--- src/rtl/sysarr_feeder.sv ---
// Operand staging and diagonal-skew feeder for a 4x4 systolic array.
// Holds A and B matrices, clears the accumulators, streams skewed rows/columns, then flags done.
module sysarr_feeder #(
  parameter int DW    = 32,
  parameter int DRAIN = 4
) (
  input  logic          clk,
  input  logic          rst,
  input  logic          wr_en,
  input  logic          wr_sel,
  input  logic [1:0]    wr_row,
  input  logic [1:0]    wr_col,
  input  logic [DW-1:0] wr_data,
  input  logic          start,
  output logic [DW-1:0] l1,
  output logic [DW-1:0] l2,
  output logic [DW-1:0] l3,
  output logic [DW-1:0] l4,
  output logic [DW-1:0] u1,
  output logic [DW-1:0] u2,
  output logic [DW-1:0] u3,
  output logic [DW-1:0] u4,
  output logic          acc_clr,
  output logic          busy,
  output logic          done
);

  localparam int CW = $clog2(DRAIN + 1);
  localparam logic [2:0] LAST_STEP = 3'd6;

  typedef enum logic [2:0] {
    S_IDLE,
    S_CLEAR,
    S_FEED,
    S_DRAIN,
    S_DONE
  } state_t;

  state_t        state_reg, state_next;
  logic [2:0]    step_reg, step_next;
  logic [CW-1:0] drain_reg, drain_next;

  logic [DW-1:0] a_mem [4][4];
  logic [DW-1:0] b_mem [4][4];
  logic [DW-1:0] l_vec [4];
  logic [DW-1:0] u_vec [4];
  logic          feeding;

  always_ff @(posedge clk) begin
    if (rst) begin
      state_reg <= S_IDLE;
      step_reg  <= '0;
      drain_reg <= '0;
    end else begin
      state_reg <= state_next;
      step_reg  <= step_next;
      drain_reg <= drain_next;
    end
  end

  always_comb begin
    state_next = state_reg;
    step_next  = step_reg;
    drain_next = drain_reg;
    case (state_reg)
      S_IDLE: begin
        if (start) state_next = S_CLEAR;
      end
      S_CLEAR: begin
        state_next = S_FEED;
        step_next  = '0;
      end
      S_FEED: begin
        if (step_reg == LAST_STEP) begin
          state_next = S_DRAIN;
          drain_next = '0;
        end else begin
          step_next = step_reg + 3'd1;
        end
      end
      S_DRAIN: begin
        if (drain_reg == CW'(DRAIN - 1)) state_next = S_DONE;
        else drain_next = drain_reg + CW'(1);
      end
      S_DONE: begin
        state_next = S_IDLE;
      end
      default: begin
        state_next = S_IDLE;
      end
    endcase
  end

  // Writes only land while idle, so operands are frozen for the whole run.
  always_ff @(posedge clk) begin
    if (rst) begin
      for (int r = 0; r < 4; r++) begin
        for (int c = 0; c < 4; c++) begin
          a_mem[r][c] <= '0;
          b_mem[r][c] <= '0;
        end
      end
    end else if (wr_en && state_reg == S_IDLE) begin
      if (wr_sel) b_mem[wr_row][wr_col] <= wr_data;
      else        a_mem[wr_row][wr_col] <= wr_data;
    end
  end

  assign feeding = (state_reg == S_FEED);

  // Lane gi is delayed by gi steps: row/column index k = t - gi.
  generate
    for (genvar gi = 0; gi < 4; gi++) begin : gen_feed
      logic [3:0] k_idx;
      logic       k_valid;
      assign k_idx   = {1'b0, step_reg} - 4'(gi);
      assign k_valid = feeding && ({1'b0, step_reg} >= 4'(gi)) && (k_idx <= 4'd3);
      assign l_vec[gi] = k_valid ? a_mem[gi][k_idx[1:0]] : '0;
      assign u_vec[gi] = k_valid ? b_mem[k_idx[1:0]][gi] : '0;
    end
  endgenerate

  assign l1 = l_vec[0];
  assign l2 = l_vec[1];
  assign l3 = l_vec[2];
  assign l4 = l_vec[3];
  assign u1 = u_vec[0];
  assign u2 = u_vec[1];
  assign u3 = u_vec[2];
  assign u4 = u_vec[3];

  assign acc_clr = (state_reg == S_CLEAR);
  assign busy    = (state_reg != S_IDLE);
  assign done    = (state_reg == S_DONE);

endmodule

--- config.mk ---
export PLATFORM = sky130hd
export DESIGN_NAME = sysarr_feeder
export DESIGN_NICKNAME = d
export VERILOG_FILES = /design/src/rtl/sysarr_feeder.sv
export SDC_FILE = /design/constraint.sdc
export NUM_CORES = 1
export LEC_CHECK = 0
export BUFFER_PORTS_ARGS = -buffer_cell sky130_fd_sc_hd__buf_2
export CORE_ASPECT_RATIO = 2
export CORE_MARGIN = 1
export CORE_UTILIZATION = 60
export DETAILED_ROUTE_END_ITERATION = 6
export HOLD_SLACK_MARGIN = 0.1
export PLACE_DENSITY = 0.79
export SETUP_SLACK_MARGIN = 0.5
export SLEW_MARGIN = 10
export SYNTH_ARGS = -nofsm -noshare
export SYNTH_HDL_FRONTEND = slang
export SYNTH_SLANG_ARGS = --single-unit
--- constraint.sdc ---
create_clock -name clk -period 5.5 [get_ports clk]
set_input_delay 0.275 -clock clk [delete_from_list [all_inputs] [get_ports clk]]
set_output_delay 0.275 -clock clk [all_outputs]
set_load 0.03 [all_outputs]
# == Word-level counts from Yosys, hierarchy flattened ==
# Memory sizes are Yosys's and may differ from the RTL's. A register that Yosys moved wholly into a read port is not among the register bits.
# Cells that the tools add are included.
# classes
n_mul,0
n_lt_le_gt_ge,13
shift,0
n_div,0
n_mux,49
add_sub_neg,5
n_bitwise,5
n_reduce_logical,18
eq_ne,11
# op_table
op,n
2-to-1 mux 128 bit,6
2-to-1 mux 32 bit,17
binary-select mux 32 bit (select 2 bit),4
OR reduction 128 bit,2
demux 32 bit (select 2 bit),1
2-to-1 mux 3 bit,6
greater-or-equal comparator 3 bit (second input constant),5
inverter 2 -> 3 bit,5
<= comparator 4 x 2 -> 1 bit (second input constant),3
case mux 3 bit (2 select lines),2
case mux 3 bit (4 select lines),1
== test 3 x 2 -> 1 bit (second input constant),3
logical AND 1 bit,9
2-to-1 mux 1 bit,8
2-to-1 mux 2 bit,4
inequality test 2 bit (second input constant),4
subtractor 3 x 2 -> 4 bit (second input constant),2
adder 3 x 1 -> 3 bit (second input constant),2
== test 3 bit (second input constant),2
greater-or-equal comparator 3 x 2 -> 1 bit (second input constant),2
AND reduction 3 bit,2
nonzero test 2 bit,2
subtractor 3 x 1 -> 4 bit (second input constant),1
== test 3 x 1 -> 1 bit (second input constant),1
other kinds (7),7
# word_totals
wordCells,106
n_memories,2
ram_bits,1024
latchBits,0
input_bits,41
romBits,0
ff_bits,9
# mem_list
name,words,word_bits,read_ports,rd_ports_with_merged_regs,wr,line_no,text
a_mem,4,128,4,0,4,43,logic [DW-1:0] a_mem [4][4];
b_mem,4,128,4,1,4,44,logic [DW-1:0] b_mem [4][4];

# == Longest topological paths before layout ==
# depth
ltp_word,8
ltp_mapped,10
depth_no_buf,6

# == Worst setup path before layout ==
# OpenSTA, ideal clock, no wires.
# synth_timing
path_kind,input -> register
startpoint,input port rst
endpoint,"memory b_mem[3][100] (netlist name), enable pin"
path_slack_ps,2420
cell_stages,5
arrival_time_ps,2652
setup_ps,428
n_path_buf,2
cell_sequence,buf_2 > nor4bb_1 > clkbuf_1 > nand3_1 > o21bai_1
# synth_lines
item,line_no,text
"start, declared",8,"input logic rst,"
"end, declared",44,

# == Worst setup path after layout ==
# layout_timing
startpoint,register step_reg[0]
endpoint,output port u2[6]
# layout_via
elab_chain_len,4
# layout_rtl
item,line_no,text
"start, declared",40,"logic [2:0] step_reg, step_next;"
"start signal, assigned",56,step_reg <= step_next;
subtractor 3 x 1 -> 4 bit or greater-or-equal comparator 3 x 1 -> 1 bit (tied branches),"116, 117",
<= comparator 4 x 2 -> 1 bit or logical AND 1 bit (tied branches),117,"assign k_valid = feeding && ({1'b0, step_reg} >= 4'(gi)) && (k_idx <= 4'd3);"
logical AND 1 bit,117,
2-to-1 mux 32 bit (*),119,assign u_vec[gi] = k_valid ? b_mem[k_idx[1:0]][gi] : '0;
"end, declared",20,"output logic [DW-1:0] u2,"
# Every way passes the cells marked *; elsewhere a longest branch is shown, timed or not.

==> flow_summary_export.csv <==
group,metric,value,unit
worst_setup_path,path_class,"reg -> out",
floorplanning,rows,143,
worst_setup_path,worst-endpoint-arrival,3.99,ns
synth,postSynthAreaPerCell,14.0,um2
cts,clkSlewWorstSetupHoldPaths,0.07,ns
synth,synth-seq-cells,1035,
power_and_ir_drop,irDropWorstVdd,267,uV
synth,syn_inst,3274,
worst_setup_path,critPathRequiredTime,5.22,ns
outcome,status,"finished, violations left",
global_routing,grt-ovfl-total,0,
worst_setup_path,crit_fanout,48,
worst_setup_path,critPathLaunchType,"flop",
sta,drv_slew,0,
sta,tightest_slew,1.19,ns
placement,dp_cells,4380,
worst_setup_path,rr_startpoint,"state_reg[1]",
synth,synth_cell_types,45,
power_and_ir_drop,powerDensity,330,nW/um2
cts,clk_latency,0.66,ns
synth,yosysSeqAreaShare,0.675,
global_routing,grt.total_usage,0.373,
sta,slew_headroom,0.207,
cts,clock_path_buffers,3,
synth,synth_edf_count,1024,
synth,syn_nets,3326,
global_routing,grt_pass1_wl,201000,um
cts,cts_tree,"built",
floorplanning,io_pins,300,
outcome,failed_checks,"DRC",
worst_setup_path,worstSetupStartpoint,"step_reg[0]",
synth,synth_area,45900,um2
sta,finalClockSkew,0.0181,ns
synth,synth_top_area_share,0.670,
sta,setup_viol,0,
synth,synth_commonest_cells,"edfxtp_1 (1024), nor2_1 (1010), nor2b_1 (262), mux4_2 (256), nand2_1 (168)",
synth,yosys_warnings,0,
sta,hold_viol_final,0,
min_path,hp-class,"in -> reg",
sta,fmax,0.235,GHz
cells_and_area,final_area,50800,um2
global_routing,grt_max_degree,111,
min_path,hp-start,"wr_data[27]",
cts,root_buffer,"clkbuf_16",
synth,yosys-top-cells-area,"edfxtp_1 (67%), mux4_2 (13%), nor2_1 (8.3%)",
placement,postPlaceCellArea,48000,um2
cells_and_area,area_growth,10.8,%
synth,async_reset_ff_frac,0,
power_and_ir_drop,power.total,0.0168,W
routing,postRouteAntennaNets,0,
cells_and_area,stdcell_count,4551,
sta,tns,0,ns
routing,num_vias,29843,
placement,numPortBuffers,299,
placement,finalWeightedCongestion,0.910,
floorplanning,die_area,77600,um2
cts,htreeDepth,3,
floorplanning,start_util,0.605,
synth,synth.most_common_cell,"edfxtp_1",
sta,rsz0062_at_grt,"false",
floorplanning,dieWidth,198,um
job,maxCapViolCount,0,
power_and_ir_drop,leakage,17.3,nW
min_path,hold_depth,3,
synth,yosys.area.top_type,"edfxtp_1",
cts,post_cts_buffers,0,
routing,wl,141000,um
placement,dp.final_hpwl,88600,um
floorplanning,fp.dieH,393,um
global_routing,grt_pass1_vias,29196,
synth,ys.flop_type,"edfxtp_1",
cts,cts_sinks,1035,
routing,routed_via_density,6.56,
worst_setup_path,ff2ff_path_depth,5,
cells_and_area,final_util,0.670,
sta,fin_crit_sh,0.775,
cells_and_area,fin_nets,3507,
routing,dr.pass1.iters,7,
routing,wl_per_cell,31.1,um
worst_setup_path,crit_path_end_kind,"output pin",
cells_and_area,final_layout_size_suffix_gt1_frac,0.232,
routing,drtIter0Drc,4975,
global_routing,antenna_found_initial,11,
floorplanning,core,75900,um2
cells_and_area,largestRegisters,"a_mem: 512 flops, b_mem: 512 flops",
cts,cts_made_buffers,85,
sta,finalCriticalPeriod,4.26,ns
routing,drc,17,
==> final cells by class <==
cell class	count	area, um2
clock inverters	59	547
multi-input cells	1947	13600
flip-flops and latches	1035	31000
diodes	10	25.0
repair buffers	376	2090
clock buffers	99	2260
fillers	5246	25000
inverters	10	37.5
well taps	1015	1270
==> metal layers <==
| metal | up-vias | share of wire | GRT usage |
|---|---|---|---|
| li1 | 12112 | - | - |
| met1 | 14645 | 0.30 | 0.458 |
| met2 | 2545 | 0.47 | 0.570 |
| met3 | 529 | 0.14 | 0.0928 |
| met4 | 12 | 0.090 | 0.288 |
| met5 | - | 0.00061 | 0 |
==> stage by stage <==
stage	hold slack, ns	worst slack, ns
after floorplan	0.458	2.42
after global placement	0.468	1.91
after detailed placement	0.480	1.88
after CTS	0.106	1.19
after global routing	0.145	1.04
final	0.147	1.24
==> worst paths after layout <==
| kind | slack (ns) | to |
|---|---|---|
| hold / removal | 0.15 | a_mem[0][123] |
| setup / recovery | 1.24 | u2[6] |
| hold reg to reg | 0.49 | drain_reg[1] |
| setup reg to reg | 2.07 | a_mem[2][10] |
==> layout by cell type, fill, tap and decap left out, types with 16 or more instances in the layout <==
cell,n
edfxtp_1,1024
nor2_1,1009
buf_2,299
nor2b_1,260
mux4_2,256
nand2_1,165
nand3_1,137
clkbuf_16,89
buf_4,73
nor2_2,22
clkinv_1,22
clkinv_2,17
a21o_1,16
==> timing repair <==
item,4_1_cts,5_1_grt
resized for setup,0,0
hold endpoints to repair,17,0
hold buffers,3,0
==> logic make-up after synthesis <==
| family | Yosys count | synth area share |
|---|---|---|
| simple gates | 1625 | 0.156 |
| flops | 1035 | 0.675 |
| buf+inv | 292 | 0.0311 |
| mux | 256 | 0.126 |
| compound gates | 55 | 0.00908 |
| fa+ha+maj | 11 | 0.00300 |
==> power by group <==
| group | switching, W | internal [W] |
|---|---|---|
| registers | 0.000106 | 0.00893 |
| logic | 0.000998 | 0.000517 |
| clock network | 0.00285 | 0.00339 |
==> critical path: stages (launching register included) <==
cell and delay, ns:
dfxtp_4 0.54, buf_4 0.80, ha_1 0.26, nor2b_1 0.21, o2111ai_4 0.48, buf_4 0.50
nor2b_1 0.22, buf_2 0.22
No activity file was read; power rests on OpenSTA's default activity.
